[config.mk]
export PLATFORM = sky130hd
export DESIGN_NAME = arbitro_mux4_rr_flat
export DESIGN_NICKNAME = d
export VERILOG_FILES = /design/src/rtl/arbitro_mux4_rr_if.sv /design/src/rtl/arbitro_mux4_rr.sv /design/src/flat_wrapper.sv
export SDC_FILE = /design/constraint.sdc
export NUM_CORES = 1
export LEC_CHECK = 0
export CORE_MARGIN = 5
export CORE_UTILIZATION = 25
export DETAILED_ROUTE_END_ITERATION = 7
export SYNTH_ARGS = -nofsm -noshare
export SYNTH_HDL_FRONTEND = slang
export SYNTH_SLANG_ARGS = --single-unit
[constraint.sdc]
create_clock -name i_clk -period 2 [get_ports i_clk]
set_input_delay 0.5 -clock i_clk [delete_from_list [all_inputs] [get_ports i_clk]]
set_output_delay 0.5 -clock i_clk [all_outputs]
set_load 0.05 [all_outputs]
[src/rtl/arbitro_mux4_rr_if.sv]
// Bundle of the four requester words, their requests, the downstream
// handshake and the scheduler status outputs of arbitro_mux4_rr.
interface arbitro_mux4_rr_if #(
    parameter int n = 4
);
    logic [3:0]   i_req;
    logic [n-1:0] i_Datos_0;
    logic [n-1:0] i_Datos_1;
    logic [n-1:0] i_Datos_2;
    logic [n-1:0] i_Datos_3;
    logic         i_ready;
    logic [1:0]   o_sel;
    logic [3:0]   o_grant;
    logic [3:0]   o_ack;
    logic [n-1:0] o_Datos;
    logic         o_valid;
    logic         o_busy;

    // Producers and the consumer drive the request/data/ready side.
    modport master (
        output i_req, i_Datos_0, i_Datos_1, i_Datos_2, i_Datos_3, i_ready,
        input  o_sel, o_grant, o_ack, o_Datos, o_valid, o_busy
    );

    // The scheduler consumes requests and drives the mux/output stage.
    modport slave (
        input  i_req, i_Datos_0, i_Datos_1, i_Datos_2, i_Datos_3, i_ready,
        output o_sel, o_grant, o_ack, o_Datos, o_valid, o_busy
    );
endinterface

[src/rtl/arbitro_mux4_rr.sv]
// Round-robin scheduler for a shared 4:1 n-bit mux. A grant FSM picks one
// requester, streams up to MAX_BURST beats from it into a registered
// valid/ready output stage, acks each captured beat, then rotates.
module arbitro_mux4_rr #(
    parameter int n         = 4,
    parameter int MAX_BURST = 4
) (
    input  logic             i_clk,
    input  logic             i_rst_n,
    arbitro_mux4_rr_if.slave bus
);
    localparam int CW = $clog2(MAX_BURST + 1);

    typedef enum logic {
        IDLE,
        GRANT
    } state_t;

    state_t        r_state;
    logic [1:0]    r_ptr;
    logic [1:0]    r_sel;
    logic [3:0]    r_grant;
    logic [CW-1:0] r_cnt;
    logic [n-1:0]  r_datos;
    logic          r_valid;
    logic          r_busy;

    logic [1:0]    w_pick;
    logic          w_found;
    logic [n-1:0]  w_mux;
    logic          w_xfer;
    logic          w_last;
    logic [3:0]    w_ack;

    // Round-robin scan of the request vector starting at the priority pointer.
    always_comb begin
        logic [1:0] v_idx;
        v_idx   = r_ptr;
        w_pick  = r_ptr;
        w_found = 1'b0;
        for (int unsigned i = 0; i < 4; i++) begin
            v_idx = r_ptr + 2'(i);
            if (!w_found && bus.i_req[v_idx]) begin
                w_pick  = v_idx;
                w_found = 1'b1;
            end
        end
    end

    // Shared selection mux driven by the registered select.
    always_comb begin
        case (r_sel)
            2'd0:    w_mux = bus.i_Datos_0;
            2'd1:    w_mux = bus.i_Datos_1;
            2'd2:    w_mux = bus.i_Datos_2;
            default: w_mux = bus.i_Datos_3;
        endcase
    end

    // A beat moves when the granted requester asks and the output slot is free or draining.
    assign w_xfer = (r_state == GRANT) && bus.i_req[r_sel] && (!r_valid || bus.i_ready);
    assign w_last = (r_cnt == CW'(MAX_BURST - 1));
    assign w_ack  = w_xfer ? (4'b0001 << r_sel) : '0;

    // Grant FSM, burst counter and registered output stage.
    always_ff @(posedge i_clk or negedge i_rst_n) begin
        if (!i_rst_n) begin
            r_state <= IDLE;
            r_ptr   <= '0;
            r_sel   <= '0;
            r_grant <= '0;
            r_cnt   <= '0;
            r_datos <= '0;
            r_valid <= 1'b0;
            r_busy  <= 1'b0;
        end else begin
            // Output slot: capture on a beat, otherwise drain when the consumer takes it.
            if (w_xfer) begin
                r_datos <= w_mux;
                r_valid <= 1'b1;
            end else if (r_valid && bus.i_ready) begin
                r_valid <= 1'b0;
            end

            case (r_state)
                IDLE: begin
                    if (w_found) begin
                        r_state <= GRANT;
                        r_sel   <= w_pick;
                        r_grant <= 4'b0001 << w_pick;
                        r_busy  <= 1'b1;
                        r_cnt   <= '0;
                    end
                end
                GRANT: begin
                    // Leave after the final beat of a burst, or when the owner withdraws.
                    if ((w_xfer && w_last) || (!w_xfer && !bus.i_req[r_sel])) begin
                        r_state <= IDLE;
                        r_ptr   <= r_sel + 2'd1;
                        r_grant <= '0;
                        r_busy  <= 1'b0;
                        r_cnt   <= '0;
                    end else if (w_xfer) begin
                        r_cnt <= r_cnt + 1'b1;
                    end
                end
                default: r_state <= IDLE;
            endcase
        end
    end

    assign bus.o_sel   = r_sel;
    assign bus.o_grant = r_grant;
    assign bus.o_ack   = w_ack;
    assign bus.o_Datos = r_datos;
    assign bus.o_valid = r_valid;
    assign bus.o_busy  = r_busy;
endmodule

[src/flat_wrapper.sv]
// flat-port wrapper written by rule: the top's interface ports become plain ports
module arbitro_mux4_rr_flat 
#(
    parameter int n         = 4,
    parameter int MAX_BURST = 4
)
  (i_clk, i_rst_n, bus_i_req, bus_i_Datos_0, bus_i_Datos_1, bus_i_Datos_2, bus_i_Datos_3, bus_i_ready, bus_o_sel, bus_o_grant, bus_o_ack, bus_o_Datos, bus_o_valid, bus_o_busy);
  arbitro_mux4_rr_if #(.n(n)) bus_i ();
  input  logic i_clk;
  input  logic i_rst_n;
  input wire logic [$bits(bus_i.i_req)-1:0] bus_i_req;
  input wire logic [$bits(bus_i.i_Datos_0)-1:0] bus_i_Datos_0;
  input wire logic [$bits(bus_i.i_Datos_1)-1:0] bus_i_Datos_1;
  input wire logic [$bits(bus_i.i_Datos_2)-1:0] bus_i_Datos_2;
  input wire logic [$bits(bus_i.i_Datos_3)-1:0] bus_i_Datos_3;
  input wire logic [$bits(bus_i.i_ready)-1:0] bus_i_ready;
  output wire logic [$bits(bus_i.o_sel)-1:0] bus_o_sel;
  output wire logic [$bits(bus_i.o_grant)-1:0] bus_o_grant;
  output wire logic [$bits(bus_i.o_ack)-1:0] bus_o_ack;
  output wire logic [$bits(bus_i.o_Datos)-1:0] bus_o_Datos;
  output wire logic [$bits(bus_i.o_valid)-1:0] bus_o_valid;
  output wire logic [$bits(bus_i.o_busy)-1:0] bus_o_busy;
  assign bus_i.i_req = bus_i_req;
  assign bus_i.i_Datos_0 = bus_i_Datos_0;
  assign bus_i.i_Datos_1 = bus_i_Datos_1;
  assign bus_i.i_Datos_2 = bus_i_Datos_2;
  assign bus_i.i_Datos_3 = bus_i_Datos_3;
  assign bus_i.i_ready = bus_i_ready;
  assign bus_o_sel = bus_i.o_sel;
  assign bus_o_grant = bus_i.o_grant;
  assign bus_o_ack = bus_i.o_ack;
  assign bus_o_Datos = bus_i.o_Datos;
  assign bus_o_valid = bus_i.o_valid;
  assign bus_o_busy = bus_i.o_busy;
  arbitro_mux4_rr #(.n(n), .MAX_BURST(MAX_BURST)) u_core (.i_clk(i_clk), .i_rst_n(i_rst_n), .bus(bus_i));
endmodule
# After elaboration in Yosys (flattened, before gate mapping)
# Cells that the tools add are included.
# op_classes
n_addsub	5
order_cmp	5
eq_ne	6
shifts	2
muxes	34
bitwise_logic	1
reduce_logical	22
# op_table
cell	count
less-than comparator 2 x 3 -> 1 bit (second input constant)	5
2-to-1 mux 1 bit	15
2-to-1 mux 4 bit	3
one-hot mux 4 bit (3 select lines)	1
binary-select mux 1 bit (select 2 bit)	5
2-to-1 mux 3 bit	3
logical AND 1 bit	8
one-hot mux 4 bit (2 select lines)	1
AND reduction 2 bit	4
<< shifter 1 x 2 -> 4 bit (first input constant)	2
zero test 1 bit	6
2-to-1 mux 2 bit	3
one-hot mux 3 bit (2 select lines)	1
adder 2 x 1 -> 2 bit (second input constant)	2
adder 2 bit (second input constant)	2
one-hot mux 1 bit (2 select lines)	2
adder 3 x 1 -> 3 bit (second input constant)	1
== test 3 x 2 -> 1 bit (second input constant)	1
inequality test 3 bit (second input constant)	1
== test 2 x 1 -> 1 bit (second input constant)	1
== test 2 bit (second input constant)	1
zero test 2 bit	1
logical OR 1 bit	2
inequality test 2 x 1 -> 1 bit (second input constant)	1
3 further kinds	3
# totals
ff_bits	18
in_bits	23
out_inout_bits	16
wordCells	83

# Logic depth before layout (Yosys ltp)
# depth
depth_word	15
ltp_mapped	6
depth_no_buf	6

# Least setup slack after synthesis
# Ideal clock, no wire load.
# synth_timing
path_kind	register to output
start	register u_core.r_sel[0] (netlist: u_core.bus.o_sel[0])
end	output bus_o_ack[0]
arrival_time_ns	1.905
required_ns	1.500
slack_ns	-0.405
stages_incl_launch_ff	4
path_buffers	0
path_cell_list	dfrtp_1 -> mux4_2 -> and2_4 -> and3_1
# synth_between
elab_chain_len	5
elab_cells_between_ends	6
# synth_rtl
item	line_no	rtl
start: declaration	arbitro_mux4_rr.sv:21	logic [1:0] r_sel;
start signal: assignment	arbitro_mux4_rr.sv:89	r_sel <= w_pick;
binary-select mux 1 bit (select 2 bit)	arbitro_mux4_rr.sv:61	assign w_xfer = (r_state == GRANT) && bus.i_req[r_sel] && (!r_valid || bus.i_ready);
2-to-1 mux 1 bit (not written as such)	arbitro_mux4_rr.sv:61	
logical AND 1 bit (2 in a row)	arbitro_mux4_rr.sv:61	
2-to-1 mux 4 bit *	arbitro_mux4_rr.sv:63	assign w_ack = w_xfer ? (4'b0001 << r_sel) : '0;
end: declaration	flat_wrapper.sv:19	output wire logic [$bits(bus_i.o_ack)-1:0] bus_o_ack;
# Every way passes the cells marked *; elsewhere a longest branch is shown, timed or not. The select of a mux whose other input is x is not followed.

# Final worst setup path
# layout_timing
start	input bus_i_req[1]
end	output bus_o_ack[2]
# layout_between
elab_chain_len	5
# layout_rtl
item	line_no	rtl
start: declaration	flat_wrapper.sv:11	input wire logic [$bits(bus_i.i_req)-1:0] bus_i_req;
binary-select mux 1 bit (select 2 bit)	arbitro_mux4_rr.sv:61	
2-to-1 mux 1 bit (not written as such)	arbitro_mux4_rr.sv:61	
logical AND 1 bit (2 in a row)	arbitro_mux4_rr.sv:61	
2-to-1 mux 4 bit	arbitro_mux4_rr.sv:63	
# No other way between the ends. The select of a mux whose other input is x is not followed.

==> results.toml <==
[setup_path]
start_kind = "primary input"
slowest_stage = "mux4_2"
critical_path.cell_chain = "clkdlybuf4s15_1 -> mux4_2 -> and2_4 -> and3_4 -> buf_6"
worstPathArrival_ns = 1.66
cp_slowest_stage_delay_ns = 0.47
worst_ep_required_time_ns = 1.50
reg2reg_from = "u_core.bus.o_sel[0]$_DFFE_PN0P_"
setup.worst_path.end_class = "output port"
critPathKind = "primary input to output port"
cp.buffers_inverters = 2
dominant_delay_contributor_by_cell_family_on_the_critical_path = "multiplexers"
critPathLaunch = "bus_i_req[1]"
cp_max_fo = 5

[layout]
numnets_final = 195
fillerInstances = 454
layout-drive-gt1-share_pct = 32.3
diodes = 0
layout_cell_area_excl_fill_sq_um = 1650
area_added_between_synthesis_and_finish_pct = 52.7

[timing]
relative_slew_slack_pct = 76.3
post-route-min-period_ns = 2.16
timing.final.hold_violations = 0
report.final.setup_viol = 4
postLayoutSetupSlackWorst_ns = -0.159
rsz0062_at_grt = "yes"
hold_ws_ns = 0.487
timing.final.max_slew_violations = 0
clock.fmax_mhz = 463
timing_worst_slew_pin_value_ns = 0.354
post-route-period-util_pct = 108
clock_skew_ns = 0.00266

[logic_synthesis]
synth_fp_nets = 142
netlist-cell-type-count = 37
share_of_synthesized_registers_carrying_an_async_set_or_reset_pct = 100
synth-seq-cells = 18
most_used_dff_post_synth = "dfrtp_1"
synth.yosys.warnings = 0
post_synth_inst_count = 112
synth_area_sq_um = 1080
post_synth.cell_area_avg_sq_um = 9.67
yosysSeqAreaShare_pct = 41.6
synth_enable_flop_cells = 0

[place]
buffer_ports.inserted = 38
postPlaceCellArea_sq_um = 1590
routabilityCongestion = 0.825
place.detailed.hpwl_um = 2500

[route]
post_drt_via_cell_ratio = 4.81
1st_iter_drt_viols = 61
dr.pass1.iters = 4
routed_wl_um = 3100
drt-wirelength-per-cell_um = 14.4
drcViolationCount = 0
vias = 1038
number_of_antenna_violating_nets_in_the_routed_design = 0

[power]
power_density_nw_per_um2 = 1600
clockPowerShare_pct = 11.5
power.share.combinational_pct = 63.8
share_seq_of_total_power_pct = 24.7
peakVddDrop_uv = 778
leakage_nw = 0.789
internal_power_mw = 1.37
netSwitchingFraction_pct = 48.5
total_net_switching_power_mw = 1.28

[global_route]
first_global_vias = 1084
globalRouteMet2Util_pct = 20.3
track_usage_pct = 11.4
grt_overflow_total = 0
grt_max_degree = 19
grt_first_pass_wirelength_um = 4990
grt_most_used_layer = "met2"
grt_use_met1_pct = 13.4
grt_util_met3_pct = 2.77
grt_antenna_before_repair = 0

[die]
die_y_um = 75.8
floorplan.initialDensity_pct = 25.4
io_pins = 39
row_count = 24
die-width_um = 75.8
die_area_sq_um = 5750
design.core.area_sq_um = 4260

[cts]
ctsRootBufferMaster = "clkbuf_8"
cts_hold_repair.buffers = 0
cts_tree = "built"
clockBufferDepth = 2
h-tree-depth = 1
worst_skew_pair.late_latency_ns = 0.26
cts.sink_count = 18
clk_pin_slew_ns = 0.07
cts_inserted_buffers = 3
cts_post_setup_buffers_inserted = 0

[run_status]
outcome = "finished, violations left"
violations_in_the_final_reports = "negative setup slack"

[min_path]
min_from = "u_core.r_cnt[2]$_DFFE_PN0P_"
min-delay-path-class = "register to register"

[job]
max_cap_viol_count = 0
[per-layer routing]
layer  share of wire, %  vias to the layer above
li1                   -                      508
met1                 39                      494
met2                 55                       30
met3                5.4                        6
met4                1.2                        0
met5                  0                        -
[worst reg2reg max path: stages, from the launching register on]
cell	delay [ns]
dfrtp_2	0.37
mux4_2	0.52
and2_4	0.18
buf_4	0.13
a21o_1	0.18
a22o_1	0.24
[cell families after synthesis]
| group | share of synthesized area (%) |
|---|---|
| compound gates | 23.3 |
| buf+inv | 4.62 |
| fa+ha+maj | 8.08 |
| flops | 41.6 |
| mux | 4.04 |
| simple gates | 18.4 |
[power groups by stage]
stage	Sequential [mW]	Combinational [mW]	Clock, mW
after detailed placement	0.663	1.68	0
after global placement	0.653	1.64	0
after floorplan	1.03	0.744	0
after global routing	0.684	1.82	0.331
after CTS	0.658	1.70	0.310
final	0.656	1.69	0.304
[timing repair]
action / in CTS / in global routing
endpoints found under the hold margin: 0 / 0
pin swaps: 0 / 1
endpoints found under the setup margin: 4 / 4
resized for setup: 19 / 1
[cell type report]
cell class,count,area (sq um),share of cell area (%)
timing repair buffer,52,453,27.4
inverter,7,26.3,1.59
multi-input combinational,83,603,36.5
sequential,18,452,27.3
tap,52,65.1,3.93
clock buffer,4,55.1,3.33
[Yosys cell counts (2+ instances only)]
library cell | number | area [sq um]
nor2b_1 | 2 | 12.5
o32ai_1 | 2 | 17.5
o211a_1 | 2 | 20.0
nor2_1 | 7 | 26.3
a21oi_1 | 7 | 35.0
o21ai_2 | 3 | 26.3
a222oi_1 | 4 | 40.0
dfrtp_1 | 18 | 450
and3_1 | 4 | 25.0
ha_1 | 7 | 87.6
o21ai_0 | 6 | 30.0
a22o_1 | 2 | 17.5
a21o_1 | 2 | 15.0
inv_1 | 7 | 26.3
nand2_1 | 17 | 63.8
[cells in the final DEF (no fill, tap or decap), types with 3 or more instances in the layout]
cell,instances
buf_4,26
clkdlybuf4s50_1,18
nand2_1,17
dfrtp_1,17
inv_1,7
nor2_1,7
a21oi_1,7
ha_1,7
o21ai_0,6
and3_4,4
a222oi_1,4
clkbuf_8,4
o21ai_2,3
buf_2,3
[state kept, by name, indices dropped and copies added (netlist names)]
register and flops:
u_core.bus.o_Datos 4, u_core.bus.o_grant 4, u_core.r_cnt 3, u_core.bus.o_sel 2, u_core.r_ptr 2, u_core.bus.o_busy 1
u_core.bus.o_valid 1, u_core.r_state 1
[metrics by stage]
stage / power, mW / util (%) / setup slack (ns) / cells / setup TNS [ns]
after floorplan: 1.77 / - / -0.0863 / 112 / -0.345
after global placement: 2.29 / 37.3 / -0.419 / 212 / -2.89
after detailed placement: 2.34 / 37.3 / -0.448 / 212 / -3.47
after CTS: 2.67 / 38.7 / -0.158 / 216 / -0.621
after global routing: 2.84 / 38.8 / -0.213 / 216 / -0.812
final: 2.65 / 38.8 / -0.159 / 216 / -0.596
[worst paths after layout]
kind | end | slack, ns | cells after the start
max | bus_o_ack[2] | -0.16 | 5
min | u_core.r_cnt[2]$_DFFE_PN0P_ | 0.49 | 2
max reg2reg | u_core.bus.o_grant[3]$_DFFE_PN0P_ | 0.27 | 5
min reg2reg | u_core.r_cnt[2]$_DFFE_PN0P_ | 0.49 | 2
max in group asynchronous | u_core.bus.o_sel[0]$_DFFE_PN0P_ | 1.22 | 2
min in group asynchronous | u_core.bus.o_sel[1]$_DFFE_PN0P_ | 0.57 | 2
Note: power is estimated with default switching activity, not from simulation.
